==> src/rtl/alu_muldiv_unit.sv <==
// rtl/alu_muldiv_unit.sv - multi-cycle multiply/divide unit owning the HI/LO registers
// Pipelined multiply and restoring radix-2 divide behind a start/busy/done handshake.
module alu_muldiv_unit #(
  parameter int DATA_W  = 32,
  parameter int MUL_LAT = 2
) (
  input  logic              clk,
  input  logic              rst,
  input  logic              start,
  input  logic [1:0]        op,
  input  logic [DATA_W-1:0] n1,
  input  logic [DATA_W-1:0] n2,
  input  logic              cancel,
  input  logic              hi_we,
  input  logic              lo_we,
  input  logic [DATA_W-1:0] wdata,
  output logic [DATA_W-1:0] hi,
  output logic [DATA_W-1:0] lo,
  output logic              busy,
  output logic              done,
  output logic              stall
);

  typedef enum logic [1:0] {IDLE, MUL, DIV, DONE} state_t;

  localparam int CW = $clog2(DATA_W + MUL_LAT + 1);

  state_t                state;
  logic [CW-1:0]         cnt;
  logic [2*DATA_W-1:0]   mul_pipe [MUL_LAT];
  logic [DATA_W-1:0]     rem, quo, dvs, dvd_orig;
  logic                  neg_q, neg_r, div0;

  logic                  idle_like, accept, signed_op;
  logic [2*DATA_W-1:0]   ext1, ext2, prod;
  logic [DATA_W-1:0]     n1_abs, n2_abs, q_fix, r_fix;
  logic [DATA_W:0]       shifted, diff;

  always_comb begin
    idle_like = (state == IDLE) || (state == DONE);
    accept    = start & ~cancel & idle_like;
    signed_op = ~op[0];
    ext1      = {{DATA_W{signed_op & n1[DATA_W-1]}}, n1};
    ext2      = {{DATA_W{signed_op & n2[DATA_W-1]}}, n2};
    prod      = ext1 * ext2;
    n1_abs    = (signed_op & n1[DATA_W-1]) ? (~n1 + 1'b1) : n1;
    n2_abs    = (signed_op & n2[DATA_W-1]) ? (~n2 + 1'b1) : n2;
    // One restoring step: shift the next dividend bit in, subtract if it fits.
    shifted   = {rem, quo[DATA_W-1]};
    diff      = shifted - {1'b0, dvs};
    q_fix     = neg_q ? (~quo + 1'b1) : quo;
    r_fix     = neg_r ? (~rem + 1'b1) : rem;
  end

  assign stall = (start & idle_like & ~cancel) | (busy & ~cancel);

  always_ff @(posedge clk) begin
    if (rst) begin
      state    <= IDLE;
      cnt      <= '0;
      hi       <= '0;
      lo       <= '0;
      busy     <= 1'b0;
      done     <= 1'b0;
      rem      <= '0;
      quo      <= '0;
      dvs      <= '0;
      dvd_orig <= '0;
      neg_q    <= 1'b0;
      neg_r    <= 1'b0;
      div0     <= 1'b0;
      for (int i = 0; i < MUL_LAT; i++) mul_pipe[i] <= '0;
    end else begin
      done <= 1'b0;
      if (hi_we) hi <= wdata;
      if (lo_we) lo <= wdata;
      for (int i = 1; i < MUL_LAT; i++) mul_pipe[i] <= mul_pipe[i-1];

      if (cancel) begin
        state <= IDLE;
        busy  <= 1'b0;
      end else begin
        case (state)
          IDLE, DONE: begin
            if (start) begin
              busy        <= 1'b1;
              cnt         <= '0;
              mul_pipe[0] <= prod;
              if (op[1]) begin
                state    <= DIV;
                rem      <= '0;
                quo      <= n1_abs;
                dvs      <= n2_abs;
                dvd_orig <= n1;
                neg_q    <= signed_op & (n1[DATA_W-1] ^ n2[DATA_W-1]);
                neg_r    <= signed_op & n1[DATA_W-1];
                div0     <= (n2 == '0);
              end else begin
                state <= MUL;
              end
            end else begin
              state <= IDLE;
            end
          end
          MUL: begin
            if (cnt == CW'(MUL_LAT - 1)) begin
              {hi, lo} <= mul_pipe[MUL_LAT-1];
              state    <= DONE;
              busy     <= 1'b0;
              done     <= 1'b1;
            end else begin
              cnt <= cnt + CW'(1);
            end
          end
          DIV: begin
            if (cnt == CW'(DATA_W)) begin
              // Sign-fix cycle; divide by zero bypasses the iterated result.
              hi    <= div0 ? dvd_orig : r_fix;
              lo    <= div0 ? '1 : q_fix;
              state <= DONE;
              busy  <= 1'b0;
              done  <= 1'b1;
            end else begin
              cnt <= cnt + CW'(1);
              if (!diff[DATA_W]) begin
                rem <= diff[DATA_W-1:0];
                quo <= {quo[DATA_W-2:0], 1'b1};
              end else begin
                rem <= shifted[DATA_W-1:0];
                quo <= {quo[DATA_W-2:0], 1'b0};
              end
            end
          end
          default: state <= IDLE;
        endcase
      end
    end
  end

endmodule

==> config.mk <==
export PLATFORM = sky130hd
export DESIGN_NAME = alu_muldiv_unit
export DESIGN_NICKNAME = d
export VERILOG_FILES = /design/src/rtl/alu_muldiv_unit.sv
export SDC_FILE = /design/constraint.sdc
export NUM_CORES = 2
export LEC_CHECK = 0
export BUFFER_PORTS_ARGS = -buffer_cell sky130_fd_sc_hd__buf_2
export CORE_ASPECT_RATIO = 0.9
export CORE_UTILIZATION = 35
export CTS_BUF_LIST = sky130_fd_sc_hd__clkbuf_4 sky130_fd_sc_hd__clkbuf_8 sky130_fd_sc_hd__clkbuf_16
export DETAILED_ROUTE_END_ITERATION = 8
export GPL_TIMING_DRIVEN = 1
export SLEW_MARGIN = 20
export SYNTH_ARGS = -nofsm -noshare
export SYNTH_HDL_FRONTEND = slang
export SYNTH_SLANG_ARGS = --single-unit
==> constraint.sdc <==
create_clock -name clk -period 8.04 [get_ports clk]
set_input_delay 0.402 -clock clk [delete_from_list [all_inputs] [get_ports clk]]
set_output_delay 0.402 -clock clk [all_outputs]
set_load 0.05 [all_outputs]
**Yosys cells after proc, flatten, opt, wreduce, memory -nomap -nowiden**

Memory sizes are Yosys's and may differ from the RTL's.
Index checks and enable logic that the tools add are counted.

- Bits in writable memories: 128
- Input port bits: 104
- Logic and storage cells: 111
- Output and inout port bits: 67
- Memories: 1
- Register bits after elaboration: 205

Memories:

| name | words | width | read ports | clocked after Yosys merged registers in | write ports | line | source |
|---|---|---|---|---|---|---|---|
| mul_pipe | 2 | 64 | 2 | 0 | 2 | 30 | `logic [2*DATA_W-1:0] mul_pipe [MUL_LAT];` |

- Equality and inequality tests: 11
- Add/sub/neg operators: 6
- Reduce and logical (&&, ||, !) cells: 11
- Bitwise logic cells: 16
- Multipliers: 1
- Muxes and demuxes: 52

Operator list:

| cell | number |
|---|---|
| $mux W32 | 21 |
| $pmux W32 S2 | 4 |
| $add A32 B1 Y32 const B | 4 |
| $mux W64 | 2 |
| $not A32 Y32 | 4 |
| $mul A33 B33 Y64 | 1 |
| $sub A33 B32 Y33 | 1 |
| $logic_not A32 Y1 | 1 |
| $mux W6 | 3 |
| $pmux W6 S3 | 1 |
| $mux W1 | 14 |
| $ne A2 B2 Y1 const B | 6 |
| $mux W2 | 4 |
| $reduce_and A4 Y1 | 2 |
| $add A6 B1 Y6 const B | 1 |
| $and A1 B1 Y1 | 6 |
| $eq A6 B1 Y1 const B | 1 |
| $eq A6 B6 Y1 const B | 1 |
| $pmux W2 S3 | 1 |
| $reduce_and A5 Y1 | 1 |
| $eq A2 B2 Y1 const B | 2 |
| $reduce_or A2 Y1 | 2 |
| $or A1 B1 Y1 | 3 |
| $pmux W1 S3 | 1 |
| other kinds (9) | 10 |

**Longest topological paths before layout**

- Depth in word-level cells: 7
- Depth in mapped cells: 32
- Depth with buffers taken out: 28

**Worst setup path after synthesis**

Ideal clock, no wire load.

- Path type: in2reg
- From: in n1[31]
- To: mem mul_pipe[0][62] in the netlist's numbering (data pin)
- Data required time: 7.778 ns
- Slack: -0.589 ns
- Stages: 27
- Setup time: 0.262 ns
- Path buffers: 2
- Data arrival time: 8.366 ns
- Path through: nor2b_1 -> clkbuf_1 -> clkbuf_1 -> nand2_1 -> inv_1 -> fa_1 -> fa_1 -> fa_1 -> inv_1 -> fa_1 -> inv_1 -> fa_1 -> fa_1 -> inv_1 -> fa_1 -> fa_1 -> inv_1 -> ha_1 -> a21o_1 -> a21o_1 -> a21oi_1 -> o21ai_0 -> a21o_1 -> a2111oi_0 -> nor2_1 -> a41oi_2 -> mux2_1

RTL lines:

| element | line | source |
|---|---|---|
| start, declared | 11 | `input logic [DATA_W-1:0] n1,` |
| end, declared | 30 |  |

==> metrics.cfg <==
[critical_path]
cp_slowest_cell = fa_1
crit_buf_inv = 7
r2r_start = quo[31]
crit_required_ns = 8.30
end_kind = flip-flop
cp_common_cell = fa_1
cp_top_family = adder cells
reg2reg_depth = 15
ff2ff_setup_slack_ns = 4.26
start_kind = primary input
cpPeakStageDelay_ns = 0.55
crit_type = in2reg
critPathMaxFanout = 15
r2r-end = quo[0]
cp.arrival_ns = 8.04

[cts]
cts_max_path_buffers = 3
numCtsBuffers = 38
cts-hold-fix-buffers = 0
cts_tree = done
htree_levels = 2
cts_root_buf = clkbuf_16
clock_sinks = 333
insertion_delay_ns = 0.56
path_clk_slew_ns = 0.06

[logic_synthesis]
yosysUniqueCellTypes = 89
yosysSeqAreaShare_pct = 14.2
yosys-top-cells-area = fa_1, inv_1, dfxtp_1, nand2_1, edfxtp_1
netlist.area_leader.share_pct = 40.2
synth_edf_count = 128
yosysWarnings = 0
netlist_area_um2 = 56100
synthCells = 6286
yosysTopAreaCell = fa_1
syn_area_per_cell_um2 = 8.93
synth_ff_type = dfxtp_1
synthArstFlopShare_pct = 0
ys_ff_latch = 333

[global_routing]
antenna_found_initial = 14
grtUsageTotal_pct = 21.8
grt_pass1_wl_um = 274000
grt_pass1_vias = 46400
grt_max_degree = 134
grt_overflow_total = 0

[detailed_routing]
wl_um = 173000
drc = 56
drtIter0Drc = 3569
wl_per_cell_um = 19.9
viasPerCell = 5.03
dr.pass1.iters = 9
ant_nets = 0
via_count = 43800

[placed_design]
dpl.hpwl_um = 144000
dpl_worst_slack_ns = -0.328
io_buffers = 170
dpl-instance-area_um2 = 62100
routabilityCongestion = 0.931

[sta]
max_freq_mhz = 129
drv_slew = 0
hold_viol = 0
layout_min_cycle_time_ns = 7.77
worst_slack_ns = 0.266
rsz0062_at_grt = false
tightestPinTransition_ns = 1.04
period_share_pct = 96.7
maxSlewHeadroom_pct = 30.4
clock_skew_ns = 0.0233
finalSetupViolCount = 0

[floorplan]
num_rows = 139
ioPinCount = 171
die_area_um2 = 162000
die_w_um = 424
initial_utilization_pct = 35.2
coreArea_um2 = 159000
die_h_um = 382

[min_path]
min_to = lo[6]
worstHoldPathType = in2reg
hp-start = wdata[6]
worstHoldPathCells = 3

[finish]
nets = 8047
area_growth_pct = 13.1
drive_gt1_share_pct = 10.9
finalInstanceArea_um2 = 63400

[outcome]
status = finished with violations
violations = DRC

[job]
cap_violations = 0

logic make-up (layout without fill, tap and decap cells):
kind of cell,Yosys count,count (layout),share of synthesized area (%)
AO/OA/AOI/OAI,748,748,8.49
XOR/XNOR,203,203,3.17
adder cells (fa/ha/maj),1380,1380,45.8
buffers and inverters,1581,1822,10.6
flip-flops,333,333,14.2
multiplexers,102,102,1.88
other,1,72,0.00668
AND/OR/NAND/NOR,1938,1938,15.8
final cells by class:
type / count / area, um2
Multi-Input combinational cell: 4435 / 42500
Antenna cell: 8 / 20.0
Fill cell: 15900 / 95900
Timing Repair Buffer: 583 / 4670
Clock inverter: 14 / 134
Clock buffer: 53 / 1110
Sequential cell: 333 / 7950
Inverter: 1172 / 4410
Tap cell: 2115 / 2650
through the flow:
| step | cells | hold slack [ns] | TNS (ns) | utilization (%) |
|---|---|---|---|---|
| 6_report | 8713 | 0.157 | 0 | 39.8 |
| 5_1_grt | 8708 | 0.169 | 0 | 39.8 |
| 4_1_cts | 8702 | 0.129 | 0 | 39.8 |
| 3_5_place_dp | 8635 | 0.446 | -2.55 | 39.0 |
| 3_3_place_gp | 8635 | 0.442 | -1.88 | 39.0 |
| 2_1_floorplan | 6349 | 0.436 | -0.0128 | - |
what timing repair did:
item	in CTS	in global routing
buffers inserted	0	3
resized for setup	0	9
endpoints found under the setup margin	0	5
worst max-delay path by stage:
stage,end,slack (ns),from,cells past startpoint
6_report,mul_pipe[0][57],0.27,n1[12],26
5_1_grt,mul_pipe[0][60],0.009,n1[31],28
4_1_cts,mul_pipe[0][57],0.24,n1[19],30
3_5_place_dp,mul_pipe[0][57],-0.33,n1[19],30
3_3_place_gp,mul_pipe[0][57],-0.24,n1[19],30
2_1_floorplan,mul_pipe[0][62],-0.01,n1[31],29
placed cells by master (no fill, tap or decap), drive strengths merged, types with 19 or more instances in the layout:
| master | instances |
|---|---|
| inv | 1170 |
| fa | 1126 |
| nand2 | 1029 |
| buf | 577 |
| and2 | 359 |
| nor2 | 267 |
| ha | 254 |
| a21oi | 220 |
| dfxtp | 205 |
| o21ai | 201 |
| edfxtp | 128 |
| xnor2 | 125 |
| nor2b | 92 |
| xor2 | 78 |
| mux2i | 75 |
| conb | 64 |
| clkbuf | 59 |
| a21o | 46 |
| nor3 | 45 |
| a211oi | 38 |
| a22oi | 36 |
| nand3 | 30 |
| mux2 | 27 |
| o31ai | 27 |
| o22a | 25 |
| o22ai | 21 |
| or3 | 20 |
| nand2b | 19 |
Yosys cell counts, drive strengths merged, types with 36 or more instances:
cell and count:
xor2 78, ha 254, edfxtp 128, xnor2 125, and2 359, fa 1126, nand2 1029, nor2b 92
a211oi 38, dfxtp 205, o21ai 201, nor2 267, nor3 45, mux2i 75, a22oi 36, a21o 46
buf 61, clkbuf 348, inv 1171, a21oi 220
sequential cells by signal, summed over array words and instances, names as in the netlist:
register  flops
busy          1
cnt           6
div0          1
done          1
dvd_orig     32
dvs          32
hi           32
lo           32
mul_pipe    128
neg_q         1
neg_r         1
quo          32
rem          32
state         2
layer usage:
metal,up-vias,global-route usage [%],wire length (um)
met1,22300,29.0,73000
met4,10,6.51,5610
met3,274,2.91,11800
li1,19700,-,-
met5,-,0,63
met2,1563,36.8,82800
tightest hold or removal path, delay by kind of cell:
family                 cells  cell delay, ns
buffers and inverters      1            0.09
muxes                      1            0.07
AOI/OAI and AO/OA          1            0.11
Power is not shown: default switching activity piles up to over one toggle a cycle in this logic, so the estimate is an artifact.
